==> config.mk <==
export PLATFORM = sky130hd
export DESIGN_NAME = serial_sub_ctrl
export DESIGN_NICKNAME = d
export VERILOG_FILES = /design/src/rtl/serial_sub_ctrl.sv
export SDC_FILE = /design/constraint.sdc
export NUM_CORES = 1
export LEC_CHECK = 0
export CORE_UTILIZATION = 51
export CTS_CLUSTER_DIAMETER = 120
export DETAILED_ROUTE_END_ITERATION = 7
export GPL_TIMING_DRIVEN = 0
export PLACE_DENSITY = 0.87
export SLEW_MARGIN = 20
export SYNTH_ARGS = -nofsm -noshare
export SYNTH_HDL_FRONTEND = slang
export SYNTH_SLANG_ARGS = --single-unit
==> constraint.sdc <==
create_clock -name clk -period 2 [get_ports clk]
set_input_delay 0.4 -clock clk [delete_from_list [all_inputs] [get_ports clk]]
set_output_delay 0.4 -clock clk [all_outputs]
set_load 0.01 [all_outputs]
==> src/rtl/serial_sub_ctrl.sv <==
// Bit-serial A - B controller: one full-subtractor cell, one bit per clock, LSB first.
// Owns operand/result shift registers, the borrow flop, the bit counter and start/done handshake.

module full_sub_cell (
  input  logic a_i,
  input  logic b_i,
  input  logic borw_i,
  output logic y_o,
  output logic borw_o
);
  assign y_o    = a_i ^ b_i ^ borw_i;
  assign borw_o = (~a_i & b_i) | (~(a_i ^ b_i) & borw_i);
endmodule

module serial_sub_ctrl #(
  parameter int WIDTH = 8
) (
  input  logic             clk,
  input  logic             rst,
  input  logic             start,
  input  logic [WIDTH-1:0] A,
  input  logic [WIDTH-1:0] B,
  output logic             busy,
  output logic             done,
  output logic [WIDTH-1:0] diff,
  output logic             borw_out
);
  localparam int CW = $clog2(WIDTH + 1);
  localparam logic [CW-1:0] LAST = CW'(WIDTH - 1);

  typedef enum logic [1:0] {S_IDLE, S_SHIFT, S_DONE} state_t;

  state_t           state_q, state_d;
  logic [WIDTH-1:0] a_sr_q, a_sr_d;
  logic [WIDTH-1:0] b_sr_q, b_sr_d;
  logic [WIDTH-1:0] r_sr_q, r_sr_d;
  logic             borw_q, borw_d;
  logic [CW-1:0]    cnt_q, cnt_d;
  logic             busy_q, busy_d;
  logic             done_q, done_d;
  logic [WIDTH-1:0] diff_q, diff_d;
  logic             borw_out_q, borw_out_d;

  logic             y;
  logic             cell_borw;

  full_sub_cell u_cell (
    .a_i    (a_sr_q[0]),
    .b_i    (b_sr_q[0]),
    .borw_i (borw_q),
    .y_o    (y),
    .borw_o (cell_borw)
  );

  always_comb begin
    state_d    = state_q;
    a_sr_d     = a_sr_q;
    b_sr_d     = b_sr_q;
    r_sr_d     = r_sr_q;
    borw_d     = borw_q;
    cnt_d      = cnt_q;
    done_d     = 1'b0;
    diff_d     = diff_q;
    borw_out_d = borw_out_q;
    case (state_q)
      S_IDLE: begin
        if (start) begin
          a_sr_d  = A;
          b_sr_d  = B;
          borw_d  = 1'b0;
          cnt_d   = '0;
          state_d = S_SHIFT;
        end
      end
      S_SHIFT: begin
        a_sr_d = {1'b0, a_sr_q[WIDTH-1:1]};
        b_sr_d = {1'b0, b_sr_q[WIDTH-1:1]};
        r_sr_d = {y, r_sr_q[WIDTH-1:1]};
        borw_d = cell_borw;
        cnt_d  = cnt_q + CW'(1);
        // Last bit: publish the completed word straight from the shift path.
        if (cnt_q == LAST) begin
          diff_d     = {y, r_sr_q[WIDTH-1:1]};
          borw_out_d = cell_borw;
          done_d     = 1'b1;
          state_d    = S_DONE;
        end
      end
      S_DONE:  state_d = S_IDLE;
      default: state_d = S_IDLE;
    endcase
    busy_d = (state_d != S_IDLE);
  end

  always_ff @(posedge clk or posedge rst) begin
    if (rst) begin
      state_q    <= S_IDLE;
      a_sr_q     <= '0;
      b_sr_q     <= '0;
      r_sr_q     <= '0;
      borw_q     <= 1'b0;
      cnt_q      <= '0;
      busy_q     <= 1'b0;
      done_q     <= 1'b0;
      diff_q     <= '0;
      borw_out_q <= 1'b0;
    end else begin
      state_q    <= state_d;
      a_sr_q     <= a_sr_d;
      b_sr_q     <= b_sr_d;
      r_sr_q     <= r_sr_d;
      borw_q     <= borw_d;
      cnt_q      <= cnt_d;
      busy_q     <= busy_d;
      done_q     <= done_d;
      diff_q     <= diff_d;
      borw_out_q <= borw_out_d;
    end
  end

  assign busy     = busy_q;
  assign done     = done_q;
  assign diff     = diff_q;
  assign borw_out = borw_out_q;
endmodule

* After elaboration in Yosys (flattened, before gate mapping)
Cells that the tools add are included. W data, S select, Z words.
Cells by class: muxes and demuxes 13, reduce and logical (&&, ||, !) cells 5, eq/ne operators 3, bitwise logic cells 7, add/subtract/negate cells 1
Operators with widths (count):
- $pmux W8 S2 | 2
- $mux W8 | 2
- $pmux W4 S2 | 1
- $add A4 B1 Y4 const B | 1
- $eq A4 B3 Y1 const B | 1
- $mux W2 | 2
- $mux W4 | 1
- $pmux W2 S2 | 1
- $reduce_and A2 Y1 | 2
- $reduce_bool A2 Y1 | 2
- $mux W1 | 3
- $and A1 B1 Y1 | 2
- $eq A2 B1 Y1 const B | 1
- $logic_not A2 Y1 | 1
- $ne A2 B2 Y1 const B | 1
- $not A1 Y1 | 2
- $pmux W1 S2 | 1
- $xor A1 B1 Y1 | 2
- $or A1 B1 Y1 | 1
Word-level totals: output and inout port bits 11, flip-flop bits (word level) 42, bits of input ports 19, word-level logic and storage cells 39

* Depth between registers and ports, before layout
Gate-level depths: netlist of run 1.
word-level depth 5, mapped depth 5, gate-level depth less buffers 4

* Hierarchy
From an unflattened synthesis of run 1, not the netlist that was laid out.
Second synthesis, totals: cells, all modules 158, area total of the unflattened synthesis 1684.1 sq um
Modules (own cells, without submodules):
- serial_sub_ctrl | seq. area each 1026.0 sq um, cells an instance 154, area an instance 1652.8 sq um, instances 1
- full_sub_cell | seq. area each 0.0 sq um, cells an instance 4, area an instance 31.3 sq um, instances 1

* Worst setup path before layout of run 1
OpenSTA, ideal clock, no wires.
path kind register -> register, from reg cnt_q[0], to reg borw_out_q (netlist: borw_out), arrival 1.275 ns, cell stages (with the launch flop) 5, library setup time 0.125 ns, buffers on the path 0, setup slack 0.600 ns, required time 1.875 ns, clock period less this slack 1.400 ns, cells stage by stage dfrtp_1 -> ha_1 -> nand4b_4 -> nor2_4 -> mux2_2
Between the ends: cells in the longest elaborated chain, start to end 2
RTL lines:
- start, declared | RTL line 38 | logic [CW-1:0] cnt_q, cnt_d;
- start signal, assigned | RTL line 113 | cnt_q <= cnt_d;
- $eq A4 B3 Y1 | RTL line 82 | if (cnt_q == LAST) begin
- $reduce_and A2 Y1 (no line)
- end signal, assigned | RTL line 117 | borw_out_q <= borw_out_d;
- end, declared | RTL line 42 | logic borw_out_q, borw_out_d;
No other way between the ends. A chain may end at the register's enable or synchronous reset.

* Final worst setup path of run 1
from reg diff_q[0] (netlist: diff[0]), to out diff[0]
RTL lines:
- start, declared | RTL line 41 | logic [WIDTH-1:0] diff_q, diff_d;
- start signal, assigned | RTL line 116 | diff_q <= diff_d;
- end, declared | RTL line 25 | output logic [WIDTH-1:0] diff,
No word-level cell between the ends.

==> flow_metrics.py, run 1 <==
metrics = {
    "global_route": {
        "grt_max_degree": 31,
        "grt_overflow": 0,
        "antenna_found_initial": 0,
        "first_global_vias": 1292,
        "grt_use_total": 0.218,
        "grt_first_pass_wirelength_um": 5720,
    },
    "die": {
        "die_h_um": 60.2,
        "core-area_sq_um": 3130,
        "die_area_sq_um": 3620,
        "die_x_um": 60.2,
        "design.portCount": 30,
        "start_util": 0.552,
        "rows": 20,
    },
    "clock_network": {
        "hold_buffers": 0,
        "clock_latency_ps": 340,
        "cts_buffer_depth": 2,
        "cts-root-buf": "clkbuf_4",
        "cts_tree": "yes",
        "cts_resized": 0,
        "post_cts_buffers": 0,
        "clkTransAtPathRegs_ps": 110,
        "cts_htree_levels": 2,
        "cts_made_buffers": 5,
        "cts_sinks": 41,
    },
    "yosys": {
        "synth_cell_types": 28,
        "synthTopCellsByCount": "dfrtp_1, nand2_1, o21ai_0",
        "syn_area_per_cell_sq_um": 12.6,
        "yosysSeqAreaShare": 0.595,
        "ys_seq_elements": 41,
        "synth_top_cells_by_area": "dfrtp_1, mux2_2, a22oi_1",
        "synth_most_common_cell": "dfrtp_1",
        "synth_top_area_frac": 0.595,
        "synth_edf_count": 0,
        "synthCells": 137,
        "syn_area_sq_um": 1730,
        "async_flop_share": 1.00,
        "ys_warn_count": 0,
        "synthFlopType": "dfrtp_1",
        "syn_nets": 158,
        "synth_top_area_cell": "dfrtp_1",
    },
    "sta": {
        "setup_ws_ps": 349,
        "setup_viol": 0,
        "hold_viol": 0,
        "relSlewSlack": 0.756,
        "hold_ws_ps": 303,
        "fin_crit_sh": 0.825,
        "fin_crit_ps": 1650,
        "max_freq_mhz": 606,
        "fin_tns_setup_ps": 0,
        "rsz0062_at_grt": "no",
        "skew_ps": 4.75,
        "slew_viol_final": 0,
        "tightest_slew_ps": 366,
    },
    "run_status": {
        "status": "finished clean",
    },
    "final_layout": {
        "antennaDiodeCount": 0,
        "fin_nets": 195,
        "drive_above_1_share": 0.201,
        "synthToLayoutAreaGrowth_pct": 24.4,
    },
    "setup_path": {
        "crit_slowest_cell": "clkdlybuf4s50_1",
        "cp-start-kind": "register",
        "path_class": "reg2out",
        "critical-path-max-stage-delay_ps": 540,
        "crit_required_ps": 1600,
        "crit_arrival_ps": 1250,
        "r2r-end": "diff[0]",
        "rrSetupSlack_ps": 430,
        "critical-path-top-delay-family": "buffers and inverters",
        "crit_buf_inv": 1,
        "crit-reg2reg-launch": "cnt_q[1]",
        "worst_setup_path_end_kind": "output port",
        "crit_chain": "clkdlybuf4s50_1",
        "reg2reg_depth": 4,
        "cp_max_fo": 2,
    },
    "placement": {
        "post-place-ws_ps": 313,
        "port-buffer-count": 29,
        "place.gp.congestion": 0.828,
        "hpwl_um": 2450,
    },
    "drt": {
        "top_layer": "met4",
        "wl_per_cell_um": 15.6,
        "vias_per_cell": 5.47,
        "drt_wl_total_um": 3400,
        "met2_length_um": 1700,
        "wl_met1_um": 1430,
        "route.met3.wl_um": 210,
        "vias": 1193,
        "antenna_left": 0,
        "drcViolationCount": 0,
        "drt_iter0_markers": 66,
        "firstDrtPassIters": 4,
    },
    "power_and_ir_drop": {
        "leakagePower_uw": 0.000919,
        "powerDensity_nw_per_um2": 1350,
        "ir_drop_uv": 784,
        "power_uw": 2900,
    },
    "flow_run": {
        "drv_cap": 0,
    },
    "min_path": {
        "hp-class": "in2async",
    },
}
where the power goes:
| group | switching, uW | total (uW) | internal [uW] |
|---|---|---|---|
| clock network | 244 | 410 | 166 |
| logic | 472 | 1090 | 617 |
| registers | 229 | 1400 | 1170 |
| total | 945 | 2900 | 1950 |
metal layers:
layer | vias up | global-route usage
met4 | 0 | 0.113
met1 | 576 | 0.256
li1 | 565 | -
met3 | 8 | 0.0519
met5 | - | 0
met2 | 44 | 0.369
kinds of logic after synthesis:
logic type / synth area share
multiplexers: 0.0979
adder cells (fa/ha/maj): 0.0189
buffers and inverters: 0.0428
flip-flops: 0.595
AO/OA/AOI/OAI: 0.156
AND/OR/NAND/NOR: 0.0899
worst max-delay path by stage:
stage	from	endpoint	slack, ps	cells past startpoint
after floorplan	cnt_q[0]	borw_out	600	4
after global placement	rst	a_sr_q[2]	-100	2
after detailed placement	start	b_sr_q[5]	310	5
after CTS	diff[0]	diff[0]	330	1
after global routing	diff[0]	diff[0]	300	1
final	diff[0]	diff[0]	350	1
final cells by class:
| cell class | instances | area (sq um) |
|---|---|---|
| Buffer | 8 | 58.8 |
| Tap cell | 44 | 55.1 |
| Fill cell | 244 | 982 |
| Clock buffer | 7 | 55.1 |
| Sequential cell | 41 | 1030 |
| Multi-Input combinational cell | 84 | 626 |
| Timing Repair Buffer | 30 | 310 |
| Inverter | 4 | 15.0 |
registers in the layout (all words and copies together) (netlist names):
signal,cells
a_sr_q,8
b_sr_q,8
borw_out,1
borw_q,1
busy,1
cnt_q,4
diff,8
done,1
r_sr_q,7
state_q,2
through the flow:
step | util | instance area (sq um) | instances
detailed placement | 0.668 | 2090 | 211
floorplan | - | 1730 | 137
global route | 0.686 | 2150 | 218
CTS | 0.686 | 2150 | 218
finish | 0.686 | 2150 | 218
global placement | 0.662 | 2070 | 210
layout by cell type, fill, tap and decap left out, types with 3 or more instances in the layout:
cell type	Yosys	layout
a22oi_1	14	14
buf_4	3	3
clkbuf_4	0	5
clkdlybuf4s50_1	0	29
dfrtp_1	41	41
inv_1	4	3
mux2_2	15	15
nand2_1	16	16
o21ai_0	16	16
(Power assumes the default switching activity.)
==> run 2, diff against run 1 <==
--- a/config.mk
+++ b/config.mk
@@ -5,11 +5,11 @@
 export SDC_FILE = /design/constraint.sdc
 export NUM_CORES = 1
 export LEC_CHECK = 0
-export CORE_UTILIZATION = 51
+export CORE_UTILIZATION = 46
 export CTS_CLUSTER_DIAMETER = 120
 export DETAILED_ROUTE_END_ITERATION = 7
 export GPL_TIMING_DRIVEN = 0
-export PLACE_DENSITY = 0.87
+export PLACE_DENSITY = 0.84
 export SLEW_MARGIN = 20
 export SYNTH_ARGS = -nofsm -noshare
 export SYNTH_HDL_FRONTEND = slang
==> constraint.sdc (replaced) <==
create_clock -name clk -period 1.37 [get_ports clk]
set_input_delay 0.274 -clock clk [delete_from_list [all_inputs] [get_ports clk]]
set_output_delay 0.274 -clock clk [all_outputs]
set_load 0.01 [all_outputs]
==> run 2 against run 1 <==
- the flow now finishes with violations (negative setup slack)
- sequential cell count is the same
- routed wire length grew 8.6%
- combinational power grew 59%
- clock-buffer cell count stayed put
- power up 58%
- worst setup slack lost 430 ps
- first-iteration DRC count up 26%
- utilization decreased by 3.0 points
- highest routed layer unchanged
==> flow_metrics.py, run 2 (same netlist as run 1, synthesis figures left out) <==
metrics = {
    "final_layout": {
        "fin_util": 0.656,
        "nFillCells": 278,
        "regArea_sq_um": 1030,
        "multi_input_area_sq_um": 679,
        "final_common_cell": "dfrtp_1",
        "antennaDiodeCount": 0,
        "synthToLayoutAreaGrowth_pct": 31.8,
        "drive_above_1_share": 0.244,
        "fin_nets": 201,
        "final_cell_mix": "dfrtp_1, clkdlybuf4s50_1, nand2_1",
    },
    "setup_path": {
        "crit_slowest_cell": "dfrtp_1",
        "worst_setup_path_end_kind": "register",
        "cp_max_fo": 5,
        "cp-start-kind": "register",
        "crit_buf_inv": 0,
        "crit_required_ps": 1540,
        "path_class": "reg2reg",
        "crit_chain": "ha_4 > nand4b_4 > nor2_4 > mux2_4",
        "crit_arrival_ps": 1620,
        "critical-path-max-stage-delay_ps": 400,
        "critical-path-top-delay-family": "simple AND/OR/NAND/NOR gates",
    },
    "drt": {
        "drcViolationCount": 0,
        "wl_per_cell_um": 16.3,
        "firstDrtPassIters": 4,
        "antenna_left": 0,
        "vias": 1211,
        "drt_iter0_markers": 83,
        "vias_per_cell": 5.36,
        "drt_wl_total_um": 3690,
    },
    "die": {
        "die_area_sq_um": 4000,
        "start_util": 0.497,
        "rows": 21,
        "die_h_um": 63.2,
        "design.portCount": 30,
        "core-area_sq_um": 3470,
        "die_x_um": 63.2,
    },
    "run_status": {
        "status": "finished, violations left",
        "violations": "negative setup slack",
    },
    "placement": {
        "hpwl_um": 2380,
        "place.gp.congestion": 0.777,
        "port-buffer-count": 29,
    },
    "power_and_ir_drop": {
        "ir_drop_uv": 1320,
        "leakagePower_uw": 0.00101,
        "powerDensity_nw_per_um2": 2010,
    },
    "clock_network": {
        "cts_htree_levels": 2,
        "cts_buffer_depth": 2,
        "cts-root-buf": "clkbuf_8",
        "cts_tree": "yes",
        "clock_latency_ps": 290,
        "hold_buffers": 0,
        "cts_sinks": 41,
        "cts_made_buffers": 5,
        "clkTransAtPathRegs_ps": 70,
    },
    "sta": {
        "relSlewSlack": 0.685,
        "tightest_slew_ps": 472,
        "slew_viol_final": 0,
        "hold_ws_ps": 316,
        "max_freq_mhz": 689,
        "skew_ps": 6.59,
        "hold_viol": 0,
        "fin_crit_sh": 1.06,
        "rsz0062_at_grt": "yes",
        "setup_ws_ps": -80.7,
        "fin_crit_ps": 1450,
        "setup_viol": 5,
    },
    "flow_run": {
        "drv_cap": 0,
    },
    "global_route": {
        "antenna_found_initial": 0,
        "grt_use_total": 0.198,
        "grt_first_pass_wirelength_um": 5980,
        "grt_max_degree": 23,
        "first_global_vias": 1268,
        "grt_overflow": 0,
    },
    "min_path": {
        "hp-class": "in2async",
    },
}
run 2: worst register-to-register path: stages, from the launching register on:
cell and delay [ps]:
dfrtp_1 400, ha_4 170, nand4b_4 150, nor2_4 270
mux2_4 330
run 2: path summary, 6_finish.rpt:
kind | end | slack [ps] | from | cells after the start
setup / recovery | diff[0] | -80 | cnt_q[1] | 4
hold / removal | b_sr_q[4] | 320 | rst | 2
setup reg to reg | diff[0] | -80 | cnt_q[1] | 4
hold reg to reg | b_sr_q[6] | 500 | b_sr_q[6] | 2
max in group asynchronous | state_q[0] | 580 | rst | 3
min in group clk | b_sr_q[6] | 500 | b_sr_q[6] | 2
run 2: power by group:
part	total (uW)	switching (uW)	leakage (uW)	internal (uW)
clock network	779	380	0.0000443	399
registers	2070	353	0.000513	1720
logic	1730	752	0.000453	980
total	4580	1490	0.00101	3100
run 2: cell type report:
| class | count | share of cell area |
|---|---|---|
| sequential | 41 | 0.452 |
| multi-input combinational | 85 | 0.299 |
| timing repair buffer | 35 | 0.150 |
| clock buffer | 7 | 0.0380 |
| buffer | 8 | 0.0292 |
| tap | 46 | 0.0253 |
| inverter | 4 | 0.00660 |
run 2: through the flow:
stage               area (sq um)  TNS (ps)  setup slack (ps)  cells  power (uW)
finish                      2270      -371             -80.7    226        4580
global route                2270      -710              -121    226        4870
CTS                         2240      -234             -87.0    225        4520
detailed placement          2110     -3280              -247    213        3700
global placement            2090    -26510              -586    212        3580
floorplan                   1740     -75.9             -9.48    137        3040
run 2: per-layer routing:
metal / part of all wire / track usage / up-vias
met5: 0 / 0 / -
met4: 0.010 / 0.0568 / 0
met3: 0.068 / 0.0761 / 4
met2: 0.47 / 0.319 / 41
met1: 0.45 / 0.247 / 593
li1: - / - / 573
run 2: timing repair:
action | in CTS | in global routing
cloned | 1 | 0
gates resized for setup | 17 | 11
endpoints found under the setup margin | 20 | 16
setup buffers | 4 | 1
pin swaps | 2 | 2
==> run 3, diff against run 2 <==
--- a/config.mk
+++ b/config.mk
@@ -5,6 +5,7 @@
 export SDC_FILE = /design/constraint.sdc
 export NUM_CORES = 1
 export LEC_CHECK = 0
+export ABC_CLOCK_PERIOD_IN_PS = 1370
 export CORE_UTILIZATION = 46
 export CTS_CLUSTER_DIAMETER = 120
 export DETAILED_ROUTE_END_ITERATION = 7
==> results of run 3 <==
No change in the layout: final DEF, timing and power equal those of run 2.
